### src/rtl/fht_input_loader.sv
// Loads a frame of N = 4*2^A_BIT samples into four banks in bit-reversed order,
// then handshakes with the transform controller and counts completed frames.
module fht_input_loader #(
  parameter int unsigned A_BIT = 8,
  parameter int unsigned D_BIT = 16
) (
  input  logic               iCLK_2,
  input  logic               iRESET,
  input  logic               iCLEAR,
  input  logic               iVALID,
  input  logic [D_BIT-1:0]   iDATA,
  output logic               oREADY,
  input  logic               iFHT_RDY,
  output logic               oSTART,
  output logic [A_BIT-1:0]   oADDR_WR,
  output logic [D_BIT-1:0]   oDATA_WR,
  output logic [3:0]         oWE,
  output logic               oDONE,
  output logic [7:0]         oFRAME_CNT
);

  localparam int unsigned C_BIT = A_BIT + 2;

  typedef enum logic [2:0] {
    StIdle, StLoad, StLast, StStart, StWaitBusy, StWaitDone
  } state_e;

  state_e             state_q, state_d;
  logic [C_BIT-1:0]   cnt_q, cnt_d;
  logic [C_BIT-1:0]   rev;
  logic [3:0]         we_q, we_d;
  logic [A_BIT-1:0]   addr_q, addr_d;
  logic [D_BIT-1:0]   data_q, data_d;
  logic               done_q, done_d;
  logic [7:0]         frame_q, frame_d;
  logic               accept;

  always_comb begin
    for (int i = 0; i < int'(C_BIT); i++) begin
      rev[i] = cnt_q[int'(C_BIT) - 1 - i];
    end
  end

  always_comb begin
    state_d = state_q;
    cnt_d   = cnt_q;
    accept  = 1'b0;
    done_d  = 1'b0;
    frame_d = frame_q;
    if (iCLEAR) begin
      // Abort wins over every transition; the frame count survives.
      state_d = StIdle;
      cnt_d   = '0;
    end else begin
      unique case (state_q)
        StIdle: begin
          if (iFHT_RDY) state_d = StLoad;
        end
        StLoad: begin
          if (iVALID) begin
            accept = 1'b1;
            cnt_d  = cnt_q + 1'b1;
            if (cnt_q == {C_BIT{1'b1}}) state_d = StLast;
          end
        end
        StLast:     state_d = StStart;
        StStart:    state_d = StWaitBusy;
        StWaitBusy: begin
          if (!iFHT_RDY) state_d = StWaitDone;
        end
        StWaitDone: begin
          if (iFHT_RDY) begin
            state_d = StLoad;
            done_d  = 1'b1;
            frame_d = frame_q + 8'd1;
          end
        end
        default: state_d = StIdle;
      endcase
    end
  end

  // Write port: one strobe per accepted sample, address/data held otherwise.
  always_comb begin
    we_d   = '0;
    addr_d = addr_q;
    data_d = data_q;
    if (accept) begin
      we_d[rev[C_BIT-1 -: 2]] = 1'b1;
      addr_d                  = rev[A_BIT-1:0];
      data_d                  = iDATA;
    end
  end

  always_ff @(posedge iCLK_2 or negedge iRESET) begin
    if (!iRESET) begin
      state_q <= StIdle;
      cnt_q   <= '0;
      we_q    <= '0;
      addr_q  <= '0;
      data_q  <= '0;
      done_q  <= 1'b0;
      frame_q <= '0;
    end else begin
      state_q <= state_d;
      cnt_q   <= cnt_d;
      we_q    <= we_d;
      addr_q  <= addr_d;
      data_q  <= data_d;
      done_q  <= done_d;
      frame_q <= frame_d;
    end
  end

  assign oREADY     = (state_q == StLoad);
  assign oSTART     = (state_q == StStart);
  assign oWE        = we_q;
  assign oADDR_WR   = addr_q;
  assign oDATA_WR   = data_q;
  assign oDONE      = done_q;
  assign oFRAME_CNT = frame_q;

endmodule

### config.mk
export PLATFORM = sky130hd
export DESIGN_NAME = fht_input_loader
export DESIGN_NICKNAME = d
export VERILOG_FILES = /design/src/rtl/fht_input_loader.sv
export SDC_FILE = /design/constraint.sdc
export NUM_CORES = 1
export LEC_CHECK = 0
export CAP_MARGIN = 20
export CORE_MARGIN = 2
export CORE_UTILIZATION = 40
export DETAILED_ROUTE_END_ITERATION = 8
export HOLD_SLACK_MARGIN = 0.02
export PLACE_DENSITY = 0.65
export SYNTH_ARGS = -nofsm -noshare
export SYNTH_HDL_FRONTEND = slang
export SYNTH_SLANG_ARGS = --single-unit
### constraint.sdc
create_clock -name iCLK_2 -period 2.5 [get_ports iCLK_2]
set_clock_uncertainty 0.1 [all_clocks]
set_input_delay 0.5 -clock iCLK_2 [delete_from_list [all_inputs] [get_ports iCLK_2]]
set_output_delay 0.5 -clock iCLK_2 [all_outputs]
set_load 0.01 [all_outputs]
### Word-level counts from Yosys, hierarchy flattened

Index checks and enable logic that the tools add are counted.

| storage, ports and cells | value |
|---|---|
| flip-flop bits (word level) | 50 |
| bits of input ports | 21 |
| output and inout port bits | 39 |
| logic and storage cells | 48 |

| cells by class | value |
|---|---|
| $add $sub $neg | 2 |
| magnitude comparators | 2 |
| equal/unequal tests | 10 |
| muxes and demuxes | 18 |
| bitwise logic cells | 1 |
| reductions and logical operators | 8 |

Operators by type and width:

| kind | count |
|---|---|
| 2-to-1 mux 10 bit | 3 |
| 2-to-1 mux 3 bit | 5 |
| case mux 3 bit (5 select lines) | 1 |
| adder 10 x 1 -> 10 bit (second input constant) | 1 |
| == test 10 bit (second input constant) | 1 |
| adder 8 x 1 -> 8 bit (second input constant) | 1 |
| 2-to-1 mux 1 bit | 7 |
| == test 3 x 2 -> 1 bit (second input constant) | 2 |
| == test 3 bit (second input constant) | 2 |
| inequality test 3 bit (second input constant) | 2 |
| 2-to-1 mux 4 bit | 1 |
| AND reduction 4 bit | 1 |
| nonzero test 2 bit | 2 |
| == test 3 x 1 -> 1 bit (second input constant) | 1 |
| zero test 3 bit | 1 |
| less-than comparator 2 x 3 -> 1 bit (second input constant) | 1 |
| inequality test 3 x 1 -> 1 bit (second input constant) | 1 |
| inequality test 3 x 2 -> 1 bit (second input constant) | 1 |
| AND reduction 3 bit | 1 |
| demux 1 bit (select 2 bit) | 1 |
| greater-or-equal comparator 2 x 1 -> 1 bit (second input constant) | 1 |
| AND reduction 2 bit | 1 |
| OR reduction 2 bit | 1 |
| logical AND 1 bit | 1 |
| inverter 1 bit | 1 |

### Logic depth before layout (Yosys ltp)

Gate-level depths: netlist of the first run.

| depth | value |
|---|---|
| word-level depth | 5 |
| mapped depth | 6 |
| depth with buffers taken out | 4 |

### Worst setup path before layout of the first run

No wires, ideal clock.

| path | value |
|---|---|
| path type | register to register |
| start point | register state_q[1] |
| end point | register data_q[11], in the netlist oDATA_WR[11] |
| setup time | 0.125 ns |
| data arrival time | 1.679 ns |
| required time | 2.275 ns |
| setup slack | 0.596 ns |
| stages on the path, launching flop included | 7 |
| path buffers | 3 |
| clock period less this slack | 1.904 ns |
| cell sequence | dfrtp_1 buf_6 or3b_4 buf_6 nor2_1 buf_2 mux2_2 |

| on the way | value |
|---|---|
| cells in the longest elaborated chain, start to end | 3 |

Ends and longest elaborated chain:

| item | RTL line | source |
|---|---|---|
| start, declared | 28 | `state_e state_q, state_d;` |
| start signal, assigned | 97 | `state_q <= StIdle;` |
| start signal, assigned | 105 | `state_q <= state_d;` |
| == test 3 x 1 -> 1 bit | 55 | `unique case (state_q)` |
| 2-to-1 mux 1 bit | 55 |  |
| 2-to-1 mux 1 bit | 50 | `if (iCLEAR) begin` |
| end signal, assigned | 109 | `data_q <= data_d;` |
| end, declared | 33 | `logic [D_BIT-1:0] data_q, data_d;` |

Every way passes these cells.
A chain may end at the register's enable or synchronous reset.

### Final worst setup path of the first run

| path | value |
|---|---|
| start point | register state_q[1] |
| end point | output oREADY |

| on the way | value |
|---|---|
| cells in the longest elaborated chain, start to end | 1 |

Ends and longest elaborated chain:

| item | RTL line | source |
|---|---|---|
| == test 3 x 1 -> 1 bit | 115 | `assign oREADY = (state_q == StLoad);` |
| end, declared | 12 | `output logic oREADY,` |

Every way passes these cells.

==> results of run 1 <==
## registers in the layout (all words and copies together), names as in the netlist
signal	count
oDATA_WR	16
oWE	4
oADDR_WR	8
oDONE	1
state_q	3
oFRAME_CNT	8
cnt_q	10
## power by group through the flow
stage               sequential (mW)  clock [mW]  combinational, mW
finish                        0.929       0.478              0.377
CTS                           0.931       0.500              0.383
global placement              0.946           0              0.378
floorplan                     0.985           0              0.111
global route                  0.943       0.529              0.405
detailed placement            0.947           0              0.383
## path summary, 6_finish.rpt
kind	start	to	slack, ps
setup / recovery	state_q[1]	oREADY	300
hold / removal	iRESET	oADDR_WR[6]	100
setup reg to reg	state_q[1]	oADDR_WR[4]	620
hold reg to reg	oFRAME_CNT[7]	oFRAME_CNT[7]	370
max in group asynchronous	iRESET	oFRAME_CNT[1]	1600
min in group iCLK_2	oFRAME_CNT[7]	oFRAME_CNT[7]	370
## cells in the final DEF (no fill, tap or decap), types with 4 or more instances in the layout
cell type                          n
sky130_fd_sc_hd__dfrtp_1          50
sky130_fd_sc_hd__clkdlybuf4s50_1  58
sky130_fd_sc_hd__nand2_1           8
sky130_fd_sc_hd__or4_1             4
sky130_fd_sc_hd__and2_1            4
sky130_fd_sc_hd__nor2_1            8
sky130_fd_sc_hd__o21ai_0           6
sky130_fd_sc_hd__nor2b_1           4
sky130_fd_sc_hd__clkbuf_8          6
sky130_fd_sc_hd__nor3_1            4
sky130_fd_sc_hd__ha_1              5
sky130_fd_sc_hd__a21oi_1           6
sky130_fd_sc_hd__nand4_1           5
sky130_fd_sc_hd__o31ai_1           5
sky130_fd_sc_hd__xnor2_1           5
sky130_fd_sc_hd__inv_1             6
sky130_fd_sc_hd__mux2_2           26
sky130_fd_sc_hd__buf_4             7
## cells in the mapped netlist, types with 4 or more instances
library cell and n:
sky130_fd_sc_hd__nor2_1 9, sky130_fd_sc_hd__o21ai_0 6, sky130_fd_sc_hd__or4_1 4, sky130_fd_sc_hd__and2_1 4, sky130_fd_sc_hd__a21oi_1 6, sky130_fd_sc_hd__ha_1 5, sky130_fd_sc_hd__xnor2_1 5, sky130_fd_sc_hd__nor3_1 4
sky130_fd_sc_hd__nand4_1 5, sky130_fd_sc_hd__inv_1 6, sky130_fd_sc_hd__o31ai_1 5, sky130_fd_sc_hd__mux2_2 26, sky130_fd_sc_hd__nand2_1 8, sky130_fd_sc_hd__dfrtp_1 50, sky130_fd_sc_hd__clkbuf_1 4, sky130_fd_sc_hd__nor2b_1 4
## layout make-up
class                      count  area [µm²]  share of cell area (%)
tap                           72        90.1                    3.03
sequential                    50        1250                    42.0
clock buffer                   7        86.3                    2.90
timing repair buffer          66         638                    21.4
inverter                       6        22.5                   0.757
clock inverter                 1        5.00                   0.168
multi-input combinational    115         883                    29.7
## per-layer routing
layer / vias up / GRT usage (%) / routed length [µm] / part of all wire (%)
li1: 760 / - / - / -
met5: - / 0 / 0 / 0
met4: 0 / 4.91 / 50 / 1.2
met1: 776 / 19.1 / 1970 / 47
met3: 5 / 4.14 / 202 / 4.9
met2: 35 / 22.9 / 1930 / 47
## worst max-delay path, cell delays in order, from the launching register on
cell	delay, ps
sky130_fd_sc_hd__dfrtp_1	480
sky130_fd_sc_hd__nor3b_1	250
sky130_fd_sc_hd__clkdlybuf4s50_1	570
## stage by stage
step / area (µm²) / setup slack, ps
2_1_floorplan: 2210 / 596
3_3_place_gp: 2890 / 141
3_5_place_dp: 2890 / 131
4_1_cts: 2980 / 265
5_1_grt: 2980 / 147
6_report: 2980 / 297
## logic make-up after synthesis
kind of cell,Yosys count,synth area share [%]
AND/OR/NAND/NOR,57,15.3
XOR/XNOR,8,3.17
buffers and inverters,15,3.51
multiplexers,27,13.7
flip-flops,50,56.6
adder cells (fa/ha/maj),5,2.83
AO/OA/AOI/OAI,18,4.87
==> reports/qor.json, run 1 <==
{
  "clk-insertion-delay-late": {"value": 300, "unit": "ps"},
  "power.internal": {"value": 1.35, "unit": "mW"},
  "antenna_left": {"value": 0},
  "sort_of_element_at_the_start_of_the_critical_path": {"value": "flip-flop"},
  "antenna-diode-count": {"value": 0},
  "globalRouteTotalUtil": {"value": 14.5, "unit": "%"},
  "setup-tns-final": {"value": 0, "unit": "ps"},
  "clkSinkCount": {"value": 50},
  "grt_remaining_overflow": {"value": 0},
  "cts_resized": {"value": 0},
  "worst_endpoint_data_arrival_time": {"value": 1600, "unit": "ps"},
  "globalplace.congestion": {"value": 0.744},
  "design_power_total": {"value": 1.78, "unit": "mW"},
  "worstHoldPathType": {"value": "primary input to async pin"},
  "floorplan.rows": {"value": 27},
  "power.switching": {"value": 0.431, "unit": "mW"},
  "final_cell_count_no_fill": {"value": 317},
  "wire_length_per_cell_after_detailed_routing": {"value": 13.1, "unit": "µm"},
  "timing.critical_path.to_type": {"value": "output port"},
  "post-place-cells": {"value": 309},
  "initial_core_util": {"value": 40.9, "unit": "%"},
  "synth-edff-count": {"value": 0},
  "drc_errors": {"value": 0},
  "detailedPlacementHpwl": {"value": 3000, "unit": "µm"},
  "post_route_fraction_of_the_period_consumed_by_the_critical_path": {"value": 88.1, "unit": "%"},
  "synth_top_cells_by_area": {"value": "sky130_fd_sc_hd__dfrtp_1 (57%), sky130_fd_sc_hd__mux2_2 (13%), sky130_fd_sc_hd__ha_1 (2.8%), sky130_fd_sc_hd__xnor2_1 (2.0%), sky130_fd_sc_hd__o31ai_1 (1.7%)"},
  "cts_root_buffer": {"value": "sky130_fd_sc_hd__clkbuf_8"},
  "synthToLayoutAreaGrowth": {"value": 34.7, "unit": "%"},
  "port_buffers": {"value": 59},
  "ctsLongestPathBuffers": {"value": 2},
  "worst_hold_slack_after_final_layout": {"value": 96.6, "unit": "ps"},
  "synth_top_area_share": {"value": 56.6, "unit": "%"},
  "max_cap_viol_count": {"value": 0},
  "vias": {"value": 1576},
  "power.density_cell_area": {"value": 599, "unit": "nW/µm²"},
  "grt_first_pass_wirelength": {"value": 7100, "unit": "µm"},
  "utilization": {"value": 55.1, "unit": "%"},
  "synth.ff_latch_count": {"value": 50},
  "status": {"value": "completed"},
  "synth_top_cell_by_area": {"value": "sky130_fd_sc_hd__dfrtp_1"},
  "synth.distinct_cells": {"value": 34},
  "timing.critical_path.fanout_max": {"value": 10},
  "synthesis.yosys.warnings": {"value": 0},
  "mappedNetlistNets": {"value": 206},
  "grt_max_degree": {"value": 29},
  "clock_tree_from_tritoncts": {"value": "done"},
  "irDropWorstVdd": {"value": 0.319, "unit": "mV"},
  "drt_iter0_markers": {"value": 64},
  "antenna_found_initial": {"value": 0},
  "max_slew.worst_pin.slew": {"value": 601, "unit": "ps"},
  "maxSlewViolCount": {"value": 0},
  "final-hold-violation-count": {"value": 0},
  "clk_transition_reported_paths": {"value": 90, "unit": "ps"},
  "clkPwrFrac": {"value": 26.8, "unit": "%"},
  "final_net_count": {"value": 270},
  "fmax": {"value": 454, "unit": "MHz"},
  "number_of_search_and_repair_iterations_in_the_first_detailed_routing_pass": {"value": 4},
  "htreeDepth": {"value": 2},
  "die_h": {"value": 78.3, "unit": "µm"},
  "pwr-share-comb": {"value": 21.1, "unit": "%"},
  "grt_pass1_vias": {"value": 1581},
  "post_synthesis_sequential_area_ratio": {"value": 56.6, "unit": "%"},
  "cell_count_after_synthesis": {"value": 180},
  "postCtsHoldBufs": {"value": 0},
  "mapped_cell_area": {"value": 2210, "unit": "µm²"},
  "timing.final.crit_period": {"value": 2200, "unit": "ps"},
  "cts_post_setup_buffers_inserted": {"value": 0},
  "ys_async_sr_fraction": {"value": 100, "unit": "%"},
  "timing.max_slew.rel_slack": {"value": 60.0, "unit": "%"},
  "num_io_pins": {"value": 60},
  "ff2ff_path_depth": {"value": 3},
  "finalWirelength": {"value": 4150, "unit": "µm"},
  "fillCellCount": {"value": 495},
  "worst-endpoint-required": {"value": 1900, "unit": "ps"},
  "finalSetupViolations": {"value": 0},
  "seq_power_share": {"value": 52.1, "unit": "%"},
  "power.switching_fraction": {"value": 24.1, "unit": "%"},
  "ys.flop_type": {"value": "sky130_fd_sc_hd__dfrtp_1"},
  "setup.worst_path.class": {"value": "flip-flop to output port"},
  "dieWidth": {"value": 78.3, "unit": "µm"},
  "cell_leakage_power": {"value": 1.29, "unit": "nW"},
  "drt-vias-per-instance": {"value": 4.97},
  "drive_above_1_share": {"value": 18.0, "unit": "%"},
  "synth.avg_cell_area": {"value": 12.3, "unit": "µm²"},
  "core-area": {"value": 5410, "unit": "µm²"},
  "cts_inserted_buffers": {"value": 5},
  "die-area": {"value": 6130, "unit": "µm²"},
  "grt_setup_unrepaired": {"value": "false"}
}
(Power assumes the default switching activity.)
==> inputs of run 2 (changes only) <==
Settings changed: CTS_CLUSTER_SIZE from default to 25.
==> results of run 2 <==
No change in the layout: final DEF, timing and power equal those of run 1.
